**src/rtl/ctrl_pkg.sv**
```systemverilog
// Shared control-path types: opcode constants, ALUOp classes and the per-stage control bundles.
package ctrl_pkg;

  localparam int unsigned OPC_BITS   = 6;
  localparam int unsigned ALUOP_BITS = 2;

  localparam logic [OPC_BITS-1:0] R_FORMAT = 6'd0;
  localparam logic [OPC_BITS-1:0] MADDU    = 6'd28;
  localparam logic [OPC_BITS-1:0] ADDIU    = 6'd9;
  localparam logic [OPC_BITS-1:0] LW       = 6'd35;
  localparam logic [OPC_BITS-1:0] SW       = 6'd43;
  localparam logic [OPC_BITS-1:0] BEQ      = 6'd4;
  localparam logic [OPC_BITS-1:0] J        = 6'd2;

  localparam logic [ALUOP_BITS-1:0] ALUOP_ADD   = 2'b00;
  localparam logic [ALUOP_BITS-1:0] ALUOP_SUB   = 2'b01;
  localparam logic [ALUOP_BITS-1:0] ALUOP_FUNCT = 2'b10;

  // Full decode result as loaded into ID/EX; multi marks a multi-cycle EX op.
  typedef struct packed {
    logic                  valid;
    logic                  regdst;
    logic                  alusrc;
    logic                  extsel;
    logic                  memread;
    logic                  memwrite;
    logic                  branch;
    logic                  jump;
    logic                  regwrite;
    logic                  memtoreg;
    logic                  multi;
    logic [ALUOP_BITS-1:0] aluop;
  } ctrl_bundle_t;

  localparam ctrl_bundle_t CTRL_NOP = '0;

  typedef struct packed {
    logic memread;
    logic memwrite;
    logic branch;
    logic jump;
    logic regwrite;
    logic memtoreg;
  } mem_ctrl_t;

  typedef struct packed {
    logic regwrite;
    logic memtoreg;
  } wb_ctrl_t;

endpackage

```
**src/rtl/ctrl_decode.sv**
```systemverilog
// Combinational opcode-to-control-bundle decoder; unknown opcodes and invalid slots give CTRL_NOP.
module ctrl_decode
  import ctrl_pkg::*;
#(
  parameter int unsigned OPC_W = 6
) (
  input  logic             valid,
  input  logic [OPC_W-1:0] opcode,
  output ctrl_bundle_t     ctrl_c
);

  always_comb begin
    ctrl_c = CTRL_NOP;
    case (opcode)
      OPC_W'(R_FORMAT): begin
        ctrl_c.valid    = 1'b1;
        ctrl_c.regdst   = 1'b1;
        ctrl_c.regwrite = 1'b1;
        ctrl_c.aluop    = ALUOP_FUNCT;
      end
      OPC_W'(MADDU): begin
        ctrl_c.valid    = 1'b1;
        ctrl_c.regdst   = 1'b1;
        ctrl_c.regwrite = 1'b1;
        ctrl_c.multi    = 1'b1;
        ctrl_c.aluop    = ALUOP_FUNCT;
      end
      OPC_W'(ADDIU): begin
        ctrl_c.valid    = 1'b1;
        ctrl_c.alusrc   = 1'b1;
        ctrl_c.regwrite = 1'b1;
        ctrl_c.aluop    = ALUOP_ADD;
      end
      OPC_W'(LW): begin
        ctrl_c.valid    = 1'b1;
        ctrl_c.alusrc   = 1'b1;
        ctrl_c.memtoreg = 1'b1;
        ctrl_c.regwrite = 1'b1;
        ctrl_c.memread  = 1'b1;
        ctrl_c.extsel   = 1'b1;
        ctrl_c.aluop    = ALUOP_ADD;
      end
      OPC_W'(SW): begin
        ctrl_c.valid    = 1'b1;
        ctrl_c.alusrc   = 1'b1;
        ctrl_c.memwrite = 1'b1;
        ctrl_c.extsel   = 1'b1;
        ctrl_c.aluop    = ALUOP_ADD;
      end
      OPC_W'(BEQ): begin
        ctrl_c.valid    = 1'b1;
        ctrl_c.branch   = 1'b1;
        ctrl_c.extsel   = 1'b1;
        ctrl_c.aluop    = ALUOP_SUB;
      end
      OPC_W'(J): begin
        ctrl_c.valid    = 1'b1;
        ctrl_c.jump     = 1'b1;
      end
      default: ctrl_c = CTRL_NOP;
    endcase
    if (!valid) ctrl_c = CTRL_NOP;
  end

endmodule

```
**src/rtl/control_pipe_stages.sv**
```systemverilog
// ID/EX, EX/MEM, MEM/WB control registers with hold, bubble, flush and multi-cycle MADDU occupancy.
// Optional sticky illegal-opcode flag enabled by defining CTRL_ILLEGAL_TRAP_EN.
module control_pipe_stages
  import ctrl_pkg::*;
#(
  parameter int unsigned OPC_W        = 6,
  parameter int unsigned ALUOP_W      = 2,
  parameter int unsigned MADDU_CYCLES = 2
) (
  input  logic               clk,
  input  logic               rst,
  input  logic               hold,
  input  logic               id_valid,
  input  logic [OPC_W-1:0]   id_opcode,
  input  logic               bubble,
  input  logic               flush,
  output logic               ex_valid,
  output logic               ex_regdst,
  output logic               ex_alusrc,
  output logic               ex_extsel,
  output logic               ex_memread,
  output logic [ALUOP_W-1:0] ex_aluop,
  output logic               mem_memread,
  output logic               mem_memwrite,
  output logic               mem_branch,
  output logic               mem_jump,
  output logic               wb_regwrite,
  output logic               wb_memtoreg,
  output logic               busy_stall,
  output logic               illegal_op
);

  localparam int unsigned CNT_W = (MADDU_CYCLES > 1) ? $clog2(MADDU_CYCLES) : 1;
  localparam logic [CNT_W-1:0] CNT_LOAD = CNT_W'(MADDU_CYCLES - 1);

  ctrl_bundle_t     id_ctrl_c;
  ctrl_bundle_t     ex_q, ex_d;
  mem_ctrl_t        mem_q, mem_d;
  wb_ctrl_t         wb_q, wb_d;
  logic [CNT_W-1:0] cnt_q, cnt_d;
  logic             busy_q, busy_d;

  ctrl_decode #(.OPC_W(OPC_W)) u_decode (
    .valid  (id_valid),
    .opcode (id_opcode),
    .ctrl_c (id_ctrl_c)
  );

  // Stage advance: hold > MADDU occupancy > bubble/flush > normal.
  always_comb begin
    ex_d  = ex_q;
    mem_d = mem_q;
    wb_d  = wb_q;
    cnt_d = cnt_q;
    if (hold) begin
      cnt_d = cnt_q;
    end else if (cnt_q != '0) begin
      wb_d.regwrite = mem_q.regwrite;
      wb_d.memtoreg = mem_q.memtoreg;
      mem_d         = '0;
      cnt_d         = cnt_q - CNT_W'(1);
    end else begin
      wb_d.regwrite  = mem_q.regwrite;
      wb_d.memtoreg  = mem_q.memtoreg;
      mem_d.memread  = ex_q.memread;
      mem_d.memwrite = ex_q.memwrite;
      mem_d.branch   = ex_q.branch;
      mem_d.jump     = ex_q.jump;
      mem_d.regwrite = ex_q.regwrite;
      mem_d.memtoreg = ex_q.memtoreg;
      ex_d           = (flush || bubble) ? CTRL_NOP : id_ctrl_c;
      cnt_d          = ex_d.multi ? CNT_LOAD : '0;
    end
    busy_d = (cnt_d != '0);
  end

  always_ff @(posedge clk or posedge rst) begin
    if (rst) begin
      ex_q   <= CTRL_NOP;
      mem_q  <= '0;
      wb_q   <= '0;
      cnt_q  <= '0;
      busy_q <= 1'b0;
    end else begin
      ex_q   <= ex_d;
      mem_q  <= mem_d;
      wb_q   <= wb_d;
      cnt_q  <= cnt_d;
      busy_q <= busy_d;
    end
  end

`ifdef CTRL_ILLEGAL_TRAP_EN
  logic illegal_q, illegal_d;

  // With id_valid=1 the decoder leaves valid clear only for an unlisted opcode.
  always_comb begin
    illegal_d = illegal_q;
    if (id_valid && !id_ctrl_c.valid && !flush && !hold && !busy_q) illegal_d = 1'b1;
  end

  always_ff @(posedge clk or posedge rst) begin
    if (rst) illegal_q <= 1'b0;
    else     illegal_q <= illegal_d;
  end

  assign illegal_op = illegal_q;
`else
  assign illegal_op = 1'b0;
`endif

  assign ex_valid     = ex_q.valid;
  assign ex_regdst    = ex_q.regdst;
  assign ex_alusrc    = ex_q.alusrc;
  assign ex_extsel    = ex_q.extsel;
  assign ex_memread   = ex_q.memread;
  assign ex_aluop     = ALUOP_W'(ex_q.aluop);
  assign mem_memread  = mem_q.memread;
  assign mem_memwrite = mem_q.memwrite;
  assign mem_branch   = mem_q.branch;
  assign mem_jump     = mem_q.jump;
  assign wb_regwrite  = wb_q.regwrite;
  assign wb_memtoreg  = wb_q.memtoreg;
  assign busy_stall   = busy_q;

endmodule

```
**config.mk**
```make
export PLATFORM = sky130hd
export DESIGN_NAME = control_pipe_stages
export DESIGN_NICKNAME = d
export VERILOG_FILES = /design/src/rtl/ctrl_pkg.sv /design/src/rtl/ctrl_decode.sv /design/src/rtl/control_pipe_stages.sv
export SDC_FILE = /design/constraint.sdc
export NUM_CORES = 1
export LEC_CHECK = 0
export ABC_AREA = 1
export CAP_MARGIN = 20
export CORE_MARGIN = 1.5
export CORE_UTILIZATION = 49
export DETAILED_ROUTE_END_ITERATION = 8
export GPL_ROUTABILITY_DRIVEN = 0
export GPL_TIMING_DRIVEN = 0
export PLACE_DENSITY_LB_ADDON = 0.05
export SKIP_LAST_GASP = 1
export SLEW_MARGIN = 30
export SYNTH_ARGS = -nofsm -noshare
export SYNTH_HDL_FRONTEND = slang
export SYNTH_SLANG_ARGS = --single-unit
```
**constraint.sdc**
```tcl
create_clock -name clk -period 2.5 [get_ports clk]
set_clock_uncertainty 0.1 [all_clocks]
set_input_delay 0.625 -clock clk [delete_from_list [all_inputs] [get_ports clk]]
set_output_delay 0.625 -clock clk [all_outputs]
set_load 0.005 [all_outputs]
```
# Word-level counts from Yosys, hierarchy flattened
# Cells that the tools add are included.
[op_classes] n_bitwise=2 n_addsub=1 eq_ne=6 reduce_logical=8 mux=16
[op_table] operator="$mux W13" count=2
[op_table] operator="$eq A6 B6 Y1 const B" count=2
[op_table] operator="$mux W1" count=12
[op_table] operator="$reduce_or A7 Y1" count=1
[op_table] operator="$eq A6 B2 Y1 const B" count=1
[op_table] operator="$eq A6 B3 Y1 const B" count=1
[op_table] operator="$eq A6 B4 Y1 const B" count=1
[op_table] operator="$eq A6 B5 Y1 const B" count=1
[op_table] operator="$logic_not A6 Y1" count=1
[op_table] operator="$mux W6" count=1
[op_table] operator="$reduce_or A3 Y1" count=2
[op_table] operator="$pmux W2 S2" count=1
[op_table] operator="$reduce_or A4 Y1" count=1
[op_table] operator="$not A1 Y1" count=2
[op_table] operator="$reduce_and A2 Y1" count=1
[op_table] operator="$reduce_or A2 Y1" count=1
[op_table] operator="$logic_or A1 B1 Y1" count=1
[op_table] operator="$sub A1 B1 Y1 const B" count=1
[word_totals] output_inout_bits=15 in_bits=12 regBits=21 wordCells=53

# Longest topological paths before layout
# Gate-level depths: netlist of the first run.
[logic_depth] word_depth=7 mapped_depth=8 mapped_depth_nobuf=8

# Hierarchy
# Synthesis of the first run repeated with hierarchy kept, for this count alone.
[unflattened] cells_unflattened=142 area_unflattened_um2=1079.8
[by_module_without_submodules] mod="control_pipe_stages" n_inst=1 area_each_um2=865.8 cells_per_inst=96 seq_area_each_um2=525.5
[by_module_without_submodules] mod="ctrl_decode" n_inst=1 area_each_um2=214.0 cells_per_inst=46 seq_area_each_um2=0.0

# Worst setup path after synthesis of the first run
# OpenSTA, ideal clock, no wires.
[synth_path] kind="input port to flip-flop" start="in hold" end="reg ex_q, in the netlist ex_valid" n_path_buf=1 required_ns=2.335 path_stages=8 setup_time_ns=0.065 slack_ns=1.051 arrival_ns=1.284 path_cell_list="buf_6 > nor2_8 > inv_2 > nor2_8 > nand2_2 > nand2_1 > nor2_1 > nand2_1"
[synth_between] elab_chain_len=2
[synth_lines] element="start, declared" line="control_pipe_stages.sv:12" rtl="input logic hold,"
[synth_lines] element="$not A1 Y1 (no line)"
[synth_lines] element="$reduce_and A2 Y1 (no line)"
[synth_lines] element="end signal, assigned" line="control_pipe_stages.sv:79" rtl="ex_q <= CTRL_NOP;"
[synth_lines] element="end signal, assigned" line="control_pipe_stages.sv:85" rtl="ex_q <= ex_d;"
[synth_lines] element="end, declared" line="control_pipe_stages.sv:37" rtl="ctrl_bundle_t ex_q, ex_d;"
# Every way passes these cells.
# A chain may end at the register's enable or synchronous reset.

# Worst setup path in the final report of the first run
[layout_path] start="reg busy_q, in the netlist busy_stall" end="out busy_stall"
[layout_rtl] element="start, declared" line="control_pipe_stages.sv:41" rtl="logic busy_q, busy_d;"
[layout_rtl] element="start signal, assigned" line="control_pipe_stages.sv:89" rtl="busy_q <= busy_d;"
[layout_rtl] element="end, declared" line="control_pipe_stages.sv:29" rtl="output logic busy_stall,"
# No word-level cell between the ends.

==> results of run 1 <==
## worst max path at each step
stage | from | endpoint | slack, ns
floorplan | hold | ex_valid | 1.05
global placement | id_opcode[3] | ex_valid | 0.60
detailed placement | id_opcode[2] | ex_valid | 0.56
CTS | busy_stall | busy_stall | 0.45
global route | busy_stall | busy_stall | 0.40
finish | busy_stall | busy_stall | 0.46
## registers in the layout, indices dropped and copies added, names as in the netlist
name	flops
ex_valid	1
mem_memwrite	1
mem_branch	1
busy_stall	1
mem_jump	1
wb_memtoreg	1
mem_memread	1
mem_q	1
ex_regdst	1
wb_regwrite	1
ex_alusrc	1
ex_extsel	1
ex_aluop	2
ex_q	5
## kinds of logic (layout without fill, tap and decap cells)
kind of cell           Yosys count  count (layout)  share of synthesized area [%]
AOI/OAI and AO/OA               14              14                           8.29
buffers and inverters           21              49                           10.9
DFF                             19              19                           52.5
other                            1               1                          0.414
and+or+nand+nor                 56              56                           27.9
## metrics by stage
| stage | cell area, um2 | utilization, % | worst slack (ns) | hold WS, ns |
|---|---|---|---|---|
| 5_1_grt | 1200 | 69.8 | 0.403 | 0.413 |
| 2_1_floorplan | 906 | - | 1.05 | 0.349 |
| 3_5_place_dp | 1180 | 68.2 | 0.555 | 0.365 |
| 6_report | 1200 | 69.8 | 0.459 | 0.391 |
| 3_3_place_gp | 1180 | 68.2 | 0.596 | 0.367 |
| 4_1_cts | 1200 | 69.8 | 0.445 | 0.398 |
## final cells by class
type	instances	share of cell area [%]
plain buffers	5	3.22
clock buffers	3	1.87
clock inverters	1	0.415
inverters	16	4.98
multi-input cells	71	27.5
flip-flops and latches	19	39.5
well taps	25	2.60
repair buffers	24	19.9
## cells in the final DEF, fill, tap and decap left out
| cell | instances |
|---|---|
| buf_2 | 1 |
| buf_4 | 3 |
| buf_6 | 1 |
| clkbuf_4 | 3 |
| clkdlybuf4s50_1 | 24 |
| clkinv_2 | 1 |
| conb_1 | 1 |
| dfrtp_1 | 19 |
| inv_1 | 15 |
| inv_2 | 1 |
| nand2_1 | 35 |
| nand2_2 | 1 |
| nand3_1 | 6 |
| nor2_1 | 12 |
| nor2_8 | 2 |
| o21ai_0 | 10 |
| o21ai_1 | 1 |
| o22ai_1 | 2 |
| o31ai_1 | 1 |
## power groups by stage
stage | sequential, mW | clock [mW] | combinational (mW)
5_1_grt | 0.310 | 0.167 | 0.0645
6_report | 0.309 | 0.154 | 0.0576
4_1_cts | 0.310 | 0.158 | 0.0585
3_3_place_gp | 0.315 | 0 | 0.0564
3_5_place_dp | 0.315 | 0 | 0.0582
2_1_floorplan | 0.315 | 0 | 0.0309
## metal layers
layer / vias to the layer above / wire (um) / global-route usage (%) / share of wire, %
li1: 392 / - / - / -
met1: 338 / 757 / 23.3 / 43
met2: 22 / 906 / 33.3 / 51
met3: 4 / 74 / 3.97 / 4.2
met4: 0 / 41 / 10.3 / 2.3
met5: - / 0 / 0 / 0
==> reports/qor.txt, run 1 <==
CP top delay family - buffers and inverters
vias post-DR - 756
number of buffers created by CTS - 3
CP bufs+invs - 1
core area - 1730 um2
Hold Path Origin - ex_aluop[1]
WL per Instance - 10.9 um
kind of critical path - reg2out
Total GRT Usage - 19.7%
H-Tree Depth - 1
CTS root buf - clkbuf_4
switching part of the total - 24.3%
final setup fails - 0
vias in the first global route - 674
post-DR vias/cell - 4.61
Total Power - 521 uW
Max VDD drop - 260 uV
Syn Area/Cell - 8.16 um2
total gr overflow - 0
r2r setup slk - 1.25 ns
CTS resizes - 0
final-stage net count - 152
number of flops mapped to enable cells by yosys - 0
Synth cell types - 16
chip width - 46.0 um
synthesis-stage register bit count - 19
Post-Synthesis Cells - 111
Final Max Tran Viols - 0
dominant cell by count in the synthesized netlist - nand2_1
CTS max path bufs - 2
Worst Hold Class - reg2reg
Min Clock Period, post-route - 2.04 ns
crit end category - output pin
Max-Cap Viols - 0
DRC Markers - 0
Mapped Area - 906 um2
first-pass GRT wire length - 2.84 mm
Fin Setup TNS - 0 ns
Max Fclk - 490 MHz
status - finished, final reports clean
max_slew headroom - 53.7%
Post-DP HPWL - 1.42 mm
synth warn - 0
reg-to-reg endpoint - ex_valid
Stages on worst setup path - 1
placed cell count - 160
ranking of synthesized cells by area - dfrtp_1 (52%), nand2_1 (15%), inv_1 (6.2%), o21ai_0 (5.5%), nor2_1 (5.0%)
final wirelength - 1.78 mm
I/O Buffers - 24
latest clock arrival within the worst-skew pair - 0.29 ns
Leak - 0.624 nW
crit start category - flip-flop
DRT Pass-1 Iters - 4
worst slew pin tran - 0.694 ns
die height - 46.0 um
Cell Int Power - 394 uW
Fin. Hold Viols - 0
Antenna Violating Nets Remaining - 0
slowest cell on the critical path - clkdlybuf4s50_1
Cell Chain, Critical Path - clkdlybuf4s50_1
Setup Fix Bufs, Post-CTS - 0
initial antenna violation count - 0
CTS tree - built
Clk pwr share - 29.5%
slowest stage delay, CP - 0.54 ns
Net Count, Synth - 123
Initial Utilization - 52.5%
Finished Layout Cells - 164
post-synthesis sequential area ratio - 52.5%
commonest cells in the synthesized netlist - nand2_1 (35), dfrtp_1 (19), inv_1 (15)
CTS clock-pin slew for the worst setup and hold paths - 0.11 ns
Post-CTS Hold Fix Bufs - 0
combinational power share - 11.1%
Reg-to-Reg Start - busy_stall
clock sinks - 19
Hold Crit Depth - 2
fin crit share - 81.6%
RSZ-0062 raised after global routing - no
total net switching power - 127 uW
Area Overhead vs Synth - 33.0%
Cell Pwr Density - 432 nW/um2
R2R depth - 7
critical path arrival - 1.32 ns
CP required - 1.77 ns
number of diodes - 0
crit-path max FO - 3
main flop type after synthesis - dfrtp_1
area fraction of the dominant cell type after synthesis - 52.5%
share of cells above drive strength 1 - 9.35%
register area - 475 um2
DR iter-0 viols - 23
Seq pwr share - 59.4%
area occupied by multi-input gates - 332 um2
worst hold path endpoint - ex_aluop[1]
fraction of registers with async set/reset - 100%
largest net degree at the start of global routing - 20
Top-Level Pins - 27
num rows - 15
post-synth top area cell - dfrtp_1
fill count - 151
full die area - 2120 um2
No activity file was read; power rests on OpenSTA's default activity.
==> run 2, diff against run 1 <==
- CORE_UTILIZATION: 49 -> 45
- clock period: 2.5 -> 2 ns (I/O delays scaled with it)
==> run 2 against run 1 <==
Total power grew 23%. Non-clock buffer count unchanged. First-iteration DRC count down 70%. Critical path depth stayed put. Clock power increased by 20%. Clock-buffer cell count grew 1. Wire length decreased by 6.1%. Worst hold slack lost 0.025 ns. Global-route usage decreased by 4.0 points. Flip-flop and latch count did not move. Combinational power rose by 23%.
==> reports/qor.txt, run 2 (synthesis results as in run 1) <==
Area Overhead vs Synth - 33.1%
CTS root buf - clkbuf_4
Max Used Layer - met4
final-stage net count - 152 (unchanged)
DR iter-0 viols - 7 (-70%)
Max-Cap Viols - 0 (unchanged)
Max Fclk - 524 MHz
CTS clock-pin slew for the worst setup and hold paths - 0.10 ns (about the same)
DRC Markers - 0 (unchanged)
I/O Buffers - 24 (unchanged)
DRT Pass-1 Iters - 4 (unchanged)
vias in the first global route - 641 (-4.9%)
status - finished, final reports clean
initial antenna violation count - 0 (unchanged)
slowest stage delay, CP - 0.54 ns (about the same)
post-DR vias/cell - 4.55 (-1.2%)
final wirelength - 1.67 mm (-6.1%)
share of cells above drive strength 1 - 8.63% (-0.72 points)
metal2 WL - 837 um (-7.6%)
Total GRT Usage - 15.7% (-4.0 points)
Antenna Violating Nets Remaining - 0 (unchanged)
clock sinks - 19 (unchanged)
chip width - 47.9 um (+4.1%)
Total Power - 643 uW (+23%)
total net switching power - 147 uW (+16%)
CP required - 1.40 ns (-0.37 ns)
num rows - 16 (+1)
Cell Pwr Density - 533 nW/um2 (+23%)
H-Tree Depth - 1 (unchanged)
Clk pwr share - 28.8% (-0.7 points)
Cell Chain, Critical Path - clkdlybuf4s50_1
slowest cell on the critical path - clkdlybuf4s50_1
kind of critical path - reg2out
Post-DP HPWL - 1.34 mm (-5.6%)
DRT met1 WL - 753 um (-0.53%)
total gr overflow - 0 (unchanged)
switching part of the total - 22.9% (-1.4 points)
Leak - 0.621 nW (-0.44%)
worst slew pin tran - 0.682 ns (-0.0111 ns)
max reg flops - 5 (unchanged)
Setup Fix Bufs, Post-CTS - 0 (unchanged)
final setup fails - 0 (unchanged)
full die area - 2290 um2 (+8.3%)
Seq pwr share - 60.1% (+0.7 points)
largest register by flop count - ex_q
commonest non-fill, non-tap cell in the layout - nand2_1
Placement Cell Area - 1180 um2 (+0.21%)
vias post-DR - 756 (unchanged)
most frequent cells in the layout - nand2_1 (35), clkdlybuf4s50_1 (24), dfrtp_1 (19), inv_1 (15), nor2_1 (12)
Initial Utilization - 47.1% (-5.3 points)
CTS tree - built
largest net degree at the start of global routing - 20 (unchanged)
number of buffers created by CTS - 3 (unchanged)
first-pass GRT wire length - 2.50 mm (-12%)
CTS resizes - 0 (unchanged)
Final Max Tran Viols - 0 (unchanged)
CP bufs+invs - 1 (unchanged)
Cell Int Power - 496 uW (+26%)
crit start category - flip-flop
hold slack - 0.366 ns (-0.0247 ns)
final instance area - 1210 um2 (+0.10%)
number of diodes - 0 (unchanged)
Layout Utilization - 62.8% (-7.0 points)
WL met3 - 63 um (-15%)
Max VDD drop - 436 uV (+68%)
Post-CTS Hold Fix Bufs - 0 (unchanged)
Top-Level Pins - 27 (unchanged)
Min Clock Period, post-route - 1.91 ns
Worst Hold Class - in2reg
CP top delay family - buffers and inverters
die height - 47.9 um (+4.1%)
fin crit share - 95.3%
CTS max path bufs - 2 (unchanged)
core area - 1920 um2 (+11%)
critical path arrival - 1.31 ns (about the same)
combinational power share - 11.0% (about the same)
latest clock arrival within the worst-skew pair - 0.29 ns (about the same)
max_slew headroom - 54.5% (+0.74 points)
RSZ-0062 raised after global routing - no
WL per Instance - 10.1 um (-7.3%)
crit end category - output pin
Fin Setup TNS - 0 ns (unchanged)
crit-path max FO - 3 (unchanged)
Fin. Hold Viols - 0 (unchanged)
## run 2: cell count changes in the layout (fill, tap and decap cells not counted)
| cell | previous run | this run |
|---|---|---|
| clkbuf_1 | 0 | 1 |
| clkinv_2 | 1 | 0 |
## run 2: power by group through the flow
stage	Clock, mW	Sequential [mW]	Combinational, mW
after floorplan	0	0.394	0.0386
after global placement	0	0.394	0.0709
after detailed placement	0	0.394	0.0719
after CTS	0.193	0.387	0.0722
after global routing	0.203	0.387	0.0795
final	0.185	0.387	0.0710
## run 2: final timing paths
check,slack [ns],startpoint,endpoint,depth (start not counted)
max reg2reg,0.75,busy_stall,ex_valid,7
min in group asynchronous,0.50,rst,ex_q[3],2
max,0.09,busy_stall,busy_stall,1
min reg2reg,0.39,wb_regwrite,wb_regwrite,2
min,0.37,hold,wb_memtoreg,2
max in group asynchronous,0.87,rst,wb_regwrite,2
## run 2: through the flow
step	setup slack (ns)	std cells
2_1_floorplan	0.676	111
3_3_place_gp	0.212	162
3_5_place_dp	0.190	162
4_1_cts	0.0723	166
5_1_grt	0.0451	166
6_report	0.0933	166
## run 2: per-layer routing
metal  GRT usage, %  vias up
met2           25.9       20
li1               -      390
met5              0        -
met1           19.1      344
met3           4.53        2
met4           6.49        0
## run 2: layout make-up
type	count	area, um2
multi-input combinational	71	332
timing repair buffer	24	240
fill	191	716
buffer	5	38.8
sequential	19	475
inverter	16	60.1
tap	27	33.8
clock buffer	4	26.3
